**src/rtl/score_title_drawer.sv**
```systemverilog
// score_title_drawer
// Keeps a 4-digit BCD player score (saturating at 9999), absorbs score-add
// requests into a pending counter that drains one point per clock, and
// renders the frame-latched score as 8x16 glyphs with a registered
// scoreDR/scoreRGB output.
// Optional feature macro: SCORE_BLANK_LEADING_ZEROS_EN (blank leading zero
// digits of the displayed value; the LSD is always drawn).
//
// Request semantics: addScore is a one-clock request with no backpressure;
// addValue is taken in the cycle addScore=1 and merged into the pending
// counter. scoreBusy is status only and never blocks a request.
module score_title_drawer #(
  parameter logic [10:0] TOP_LEFT_X  = 11'd40,
  parameter logic [10:0] TOP_LEFT_Y  = 11'd24,
  parameter logic [7:0]  DIGIT_COLOR = 8'hFF,
  parameter logic [9:0]  PENDING_MAX = 10'd1023
) (
  input  logic        clk,
  input  logic        resetN,
  input  logic        startOfFrame,
  input  logic [10:0] pixelX,
  input  logic [10:0] pixelY,
  input  logic        addScore,
  input  logic [7:0]  addValue,
  input  logic        clearScore,
  output logic        scoreDR,
  output logic [7:0]  scoreRGB,
  output logic        scoreBusy,
  output logic [1:0]  fsm_state,
  output logic [15:0] score_digits
);

  typedef enum logic [1:0] {
    IDLE      = 2'd0,
    COUNT     = 2'd1,
    SATURATED = 2'd2
  } state_t;

  state_t      state, state_next;
  logic [15:0] score, score_next, score_inc;
  logic [9:0]  pending, pending_next;
  logic [10:0] pending_sum;
  logic [15:0] disp;

  // BCD +1 with carry ripple; 9 wraps to 0 and carries upward.
  function automatic logic [15:0] bcd_inc(input logic [15:0] v);
    logic [15:0] r;
    logic        carry;
    r     = v;
    carry = 1'b1;
    for (int i = 0; i < 4; i++) begin
      if (carry) begin
        if (v[i*4 +: 4] == 4'd9) begin
          r[i*4 +: 4] = 4'd0;
        end else begin
          r[i*4 +: 4] = v[i*4 +: 4] + 4'd1;
          carry       = 1'b0;
        end
      end
    end
    return r;
  endfunction

  // Font ROM: 16 rows x 8 bits per glyph, row 0 in the top byte, bit 7 = left.
  function automatic logic [127:0] glyph_bits(input logic [3:0] d);
    case (d)
      4'd0:    glyph_bits = 128'h00_00_FF_81_81_81_81_81_81_81_81_81_81_81_FF_00;
      4'd1:    glyph_bits = 128'h00_00_01_01_01_01_01_01_01_01_01_01_01_01_01_00;
      4'd2:    glyph_bits = 128'h00_00_FF_01_01_01_01_01_FF_80_80_80_80_80_FF_00;
      4'd3:    glyph_bits = 128'h00_00_FF_01_01_01_01_01_FF_01_01_01_01_01_FF_00;
      4'd4:    glyph_bits = 128'h00_00_81_81_81_81_81_81_FF_01_01_01_01_01_01_00;
      4'd5:    glyph_bits = 128'h00_00_FF_80_80_80_80_80_FF_01_01_01_01_01_FF_00;
      4'd6:    glyph_bits = 128'h00_00_FF_80_80_80_80_80_FF_81_81_81_81_81_FF_00;
      4'd7:    glyph_bits = 128'h00_00_FF_01_01_01_01_01_01_01_01_01_01_01_01_00;
      4'd8:    glyph_bits = 128'h00_00_FF_81_81_81_81_81_FF_81_81_81_81_81_FF_00;
      4'd9:    glyph_bits = 128'h00_00_FF_81_81_81_81_81_FF_01_01_01_01_01_FF_00;
      default: glyph_bits = 128'h0;
    endcase
  endfunction

  // State register.
  always_ff @(posedge clk or negedge resetN) begin
    if (!resetN) state <= IDLE;
    else         state <= state_next;
  end

  // Next-state, score and pending logic; clearScore overrides everything.
  always_comb begin
    state_next   = state;
    score_next   = score;
    pending_next = pending;
    score_inc    = bcd_inc(score);
    pending_sum  = 11'd0;
    case (state)
      IDLE: begin
        if (addScore && (addValue != 8'd0)) begin
          pending_sum  = {3'd0, addValue};
          pending_next = (pending_sum > {1'b0, PENDING_MAX}) ? PENDING_MAX : pending_sum[9:0];
          state_next   = COUNT;
        end
      end
      COUNT: begin
        score_next   = score_inc;
        pending_sum  = {1'b0, pending} + (addScore ? {3'd0, addValue} : 11'd0) - 11'd1;
        pending_next = (pending_sum > {1'b0, PENDING_MAX}) ? PENDING_MAX : pending_sum[9:0];
        if (score_inc == 16'h9999) begin
          pending_next = 10'd0;
          state_next   = SATURATED;
        end else if (pending_next == 10'd0) begin
          state_next = IDLE;
        end
      end
      SATURATED: begin
        pending_next = 10'd0;
      end
      default: begin
        state_next   = IDLE;
        pending_next = 10'd0;
      end
    endcase
    if (clearScore) begin
      score_next   = 16'h0000;
      pending_next = 10'd0;
      state_next   = IDLE;
    end
  end

  // Score, pending counter, busy flag and per-frame display latch.
  always_ff @(posedge clk or negedge resetN) begin
    if (!resetN) begin
      score     <= 16'h0000;
      pending   <= 10'd0;
      scoreBusy <= 1'b0;
      disp      <= 16'h0000;
    end else begin
      score     <= score_next;
      pending   <= pending_next;
      scoreBusy <= (pending_next != 10'd0);
      if (startOfFrame) disp <= score;
    end
  end

  // Render decode: region test, digit select, glyph pixel lookup.
  logic [10:0]  dx, dy;
  logic         in_region, blank, lit;
  logic [1:0]   idx;
  logic [3:0]   digit;
  logic [127:0] glyph;
  logic [7:0]   row_bits;

  always_comb begin
    dx        = pixelX - TOP_LEFT_X;
    dy        = pixelY - TOP_LEFT_Y;
    in_region = (pixelX >= TOP_LEFT_X) && (dx[10:5] == 6'd0) &&
                (pixelY >= TOP_LEFT_Y) && (dy[10:4] == 7'd0);
    idx       = dx[4:3];
    case (idx)
      2'd0:    digit = disp[15:12];
      2'd1:    digit = disp[11:8];
      2'd2:    digit = disp[7:4];
      default: digit = disp[3:0];
    endcase
`ifdef SCORE_BLANK_LEADING_ZEROS_EN
    case (idx)
      2'd0:    blank = (disp[15:12] == 4'd0);
      2'd1:    blank = (disp[15:8] == 8'd0);
      2'd2:    blank = (disp[15:4] == 12'd0);
      default: blank = 1'b0;
    endcase
`else
    blank = 1'b0;
`endif
    glyph    = glyph_bits(digit);
    row_bits = glyph[{~dy[3:0], 3'b000} +: 8];
    lit      = in_region && !blank && row_bits[~dx[2:0]];
  end

  // Registered draw request and colour, one clock after the pixel.
  always_ff @(posedge clk or negedge resetN) begin
    if (!resetN) begin
      scoreDR  <= 1'b0;
      scoreRGB <= 8'h00;
    end else begin
      scoreDR  <= lit;
      scoreRGB <= lit ? DIGIT_COLOR : 8'h00;
    end
  end

  assign fsm_state    = state;
  assign score_digits = score;

endmodule

```
**config.mk**
```make
export PLATFORM = sky130hd
export DESIGN_NAME = score_title_drawer
export DESIGN_NICKNAME = d
export VERILOG_FILES = /design/src/rtl/score_title_drawer.sv
export SDC_FILE = /design/constraint.sdc
export NUM_CORES = 1
export LEC_CHECK = 0
export BUFFER_PORTS_ARGS = -buffer_cell sky130_fd_sc_hd__buf_2
export CAP_MARGIN = 30
export CORE_ASPECT_RATIO = 0.9
export CORE_MARGIN = 2
export CORE_UTILIZATION = 50
export CTS_BUF_LIST = sky130_fd_sc_hd__clkbuf_16
export CTS_CLUSTER_DIAMETER = 50
export DETAILED_ROUTE_END_ITERATION = 8
export MAX_ROUTING_LAYER = met4
export PLACE_DENSITY = 0.75
export SKIP_CTS_REPAIR_TIMING = 1
export SLEW_MARGIN = 20
export SYNTH_ARGS = -nofsm -noshare
export SYNTH_HDL_FRONTEND = slang
export SYNTH_SLANG_ARGS = --single-unit
```
**constraint.sdc**
```tcl
create_clock -name clk -period 3 [get_ports clk]
set_clock_uncertainty 0.15 [all_clocks]
set_input_delay 0.3 -clock clk [delete_from_list [all_inputs] [get_ports clk]]
set_output_delay 0.3 -clock clk [all_outputs]
set_load 0.05 [all_outputs]
```
==> impl_metrics.toml <==
[run_status]
status = "finished with violations"
violations = "setup timing"

[clock_tree]
h-tree-depth = 2
numCtsBuffers = 5
cts_tree = "yes"
cts_sinks = 46
clock_path_buffers = 2
clk_latency_ns = 0.29
clkTransAtPathRegs_ns = 0.07
cts_root_buf = "clkbuf_16"

[global_route]
grt_max_degree = 28
antenna_found_initial = 0
grtUsageMet1_pct = 30.49
track_usage_pct = 22.99
grt_pass1_wl_mm = 13.98
grt_pass1_vias = 2979
grtUsageMet2_pct = 37.29
grtUsageMet3_pct = 3.794
grt_busiest_layer = "met2"
globalRouteOverflowTotal = 0

[worst_setup_path]
crit_slowest_cell = "fa_2"
r2r_cells = 12
r2r_slack_ns = -0.24
path_class = "reg -> reg"
end_kind = "flip-flop"
start_kind = "flip-flop"
slowest_delay_ns = 0.52
cp_common_cell = "inv_2"
crit_path_cell_trace = "inv_2, ha_4, inv_4, ha_4, inv_2, fa_2, inv_2, or3_4, or4_4, a211o_1, o41ai_2, o21ai_1"
reg2reg_from = "pending[1]"
required_ns = 3.01
r2r-end = "fsm_state[0]"
cp_max_fo = 2
crit_arrival_ns = 3.24

[yosys]
yosysTopAreaCellShare_pct = 32.47
syn_area_sq_um = 3545
async_flop_share_pct = 100.0
yosysWarnings = 0
ys_seq_area_share_pct = 32.47
synthMuxAreaShare_pct = 8.189
yosysMostFrequentCell = "dfrtp_1"
ys_types = 61
synth-edff-count = 0
synth_flop_cell = "dfrtp_1"
synth_common_cells = "dfrtp_1, inv_1, nor2_1"
synth_top_area_cell = "dfrtp_1"
synth_simple_gate_area_share_pct = 19.70
avgSynthCellArea_sq_um = 8.818
synthAdderAreaFrac_pct = 8.683
ys_seq_elements = 46
synth_top_family_by_area = "simple AND/OR/NAND/NOR gates"
syn_nets = 461
synthTopCellsByArea = "dfrtp_1, ha_1, mux2_2, inv_1, nor2_1"
synth_xor_area_share_pct = 3.706
synth_compound_area_share_pct = 19.10
synthCells = 402

[place]
place_inst = 550
portBuffers = 62
gp_congestion = 0.9275
dpl.hpwl_mm = 6.416

[sta]
finalSetupViolCount = 2
rsz0062_at_grt = "true"
tns_ns = -0.4325
setup_ws_ns = -0.2380
hold_viol_final = 0
slew_headroom_pct = 68.62
max_freq_mhz = 308.8
finalCritPeriodShare_pct = 107.9
min_period_ns = 3.238
maxSlewViolCount = 0
tightestPinTransition_ns = 0.4644

[detailed_routing]
drt_iter0_markers = 251
drtAntennaViolNets = 0
drtPass1Iterations = 5
drc_errors = 0
vias = 3236
avgViaCountPerCell = 5.758
wl_per_cell_microns = 15.18
totalWireLength_mm = 8.530

[hold_path]
hold_depth = 4
hold_end = "scoreRGB[6]"
hp-class = "in -> reg"
worstHoldStart = "pixelX[8]"

[floorplan]
dieArea_sq_um = 7779
ioPinCount = 63
initial_core_util_pct = 50.88
std_cell_rows = 29
core_area_sq_um = 6967
die_y_microns = 83.88
die_w_microns = 92.75

[final_layout]
antenna_cells = 0
instances_no_fill = 562
layout-drive-gt1-share_pct = 28.57
fin_nets = 527
syn_to_final_growth_pct = 19.06
fillers = 615

[job]
drv_cap = 0

[power]
power.leakage_nw = 1.987
power_density_nw_per_um2 = 535.3
ir_worst_vdd_mv = 0.2918
-- where the power goes --
group | total [W] | internal [W] | switching, W
combinational | 0.00100 | 0.000437 | 0.000568
clock | 0.000561 | 0.000313 | 0.000248
sequential | 0.000693 | 0.000659 | 0.0000341
total | 0.00226 | 0.00141 | 0.000850
-- worst max-delay path, delay by kind of cell, from the launching register on --
kind	cells	cell delay, ns
AO/OA/AOI/OAI	3	0.75
buffers and inverters	4	0.21
adder cells (fa/ha/maj)	3	0.84
AND/OR/NAND/NOR	2	0.78
flip-flops	1	0.39
-- metrics by stage --
stage / instance area, sq um / utilization (%) / total power, W / hold WS (ns) / setup WS, ns
final: 4220 / 60.58 / 0.002259 / 0.1670 / -0.2380
after global routing: 4220 / 60.58 / 0.002390 / 0.2004 / -0.3424
after CTS: 4144 / 59.48 / 0.002148 / -0.1723 / -0.1989
after detailed placement: 3994 / 57.33 / 0.001581 / 0.1387 / -0.2472
after global placement: 3974 / 57.04 / 0.001556 / 0.3341 / -0.1446
after floorplan: 3591 / - / 0.001308 / -0.1456 / -0.02620
-- placed cells by master (no fill, tap or decap), types with 5 or more instances in the layout --
master	instances
buf_4	17
nor4_1	5
xnor2_1	10
a21boi_0	8
o21a_1	5
buf_2	62
nor3_1	6
xor2_1	5
inv_1	36
a21oi_1	25
o22ai_1	9
nand2_1	27
nand3_1	9
nor3b_1	7
nor2b_1	8
nor2_1	38
ha_1	21
mux2_2	16
clkbuf_16	5
dfrtp_1	46
o21ai_0	15
-- per-layer routing --
layer	part of all wire [%]	vias to the layer above	wire (microns)
met3	5.3	11	451
met2	48	102	4067
li1	-	1552	-
met4	1.1	0	97
met5	0	-	0
met1	46	1571	3913
-- how the worst max path moves through the flow --
| stage | endpoint | startpoint | cells past startpoint |
|---|---|---|---|
| global placement | pending[6] | addScore | 13 |
| CTS | fsm_state[0] | pending[1] | 12 |
| detailed placement | pending[7] | addScore | 13 |
| floorplan | fsm_state[0] | addScore | 13 |
| global route | fsm_state[0] | pending[1] | 12 |
| finish | fsm_state[0] | pending[1] | 12 |
-- sequential cells by signal, indices dropped and copies added, names as in the netlist --
name	count
scoreRGB	1
disp	16
scoreBusy	1
score_digits	16
fsm_state	2
pending	10
-- layout make-up --
| cell class | count | area (sq um) | area share (%) |
|---|---|---|---|
| flip-flops and latches | 46 | 1151 | 27.28 |
| inverters | 41 | 156.4 | 3.706 |
| well taps | 93 | 116.4 | 2.757 |
| repair buffers | 82 | 479.2 | 11.35 |
| clock buffers | 5 | 125.1 | 2.965 |
| multi-input cells | 292 | 2167 | 51.35 |
| clock inverters | 3 | 25.02 | 0.5929 |
-- cell families after synthesis --
group | Yosys count
flops | 46
fa+ha+maj | 24
mux | 22
xor+xnor | 15
compound gates | 99
simple gates | 132
buf+inv | 64
Power figures use the tool's default switching activity.
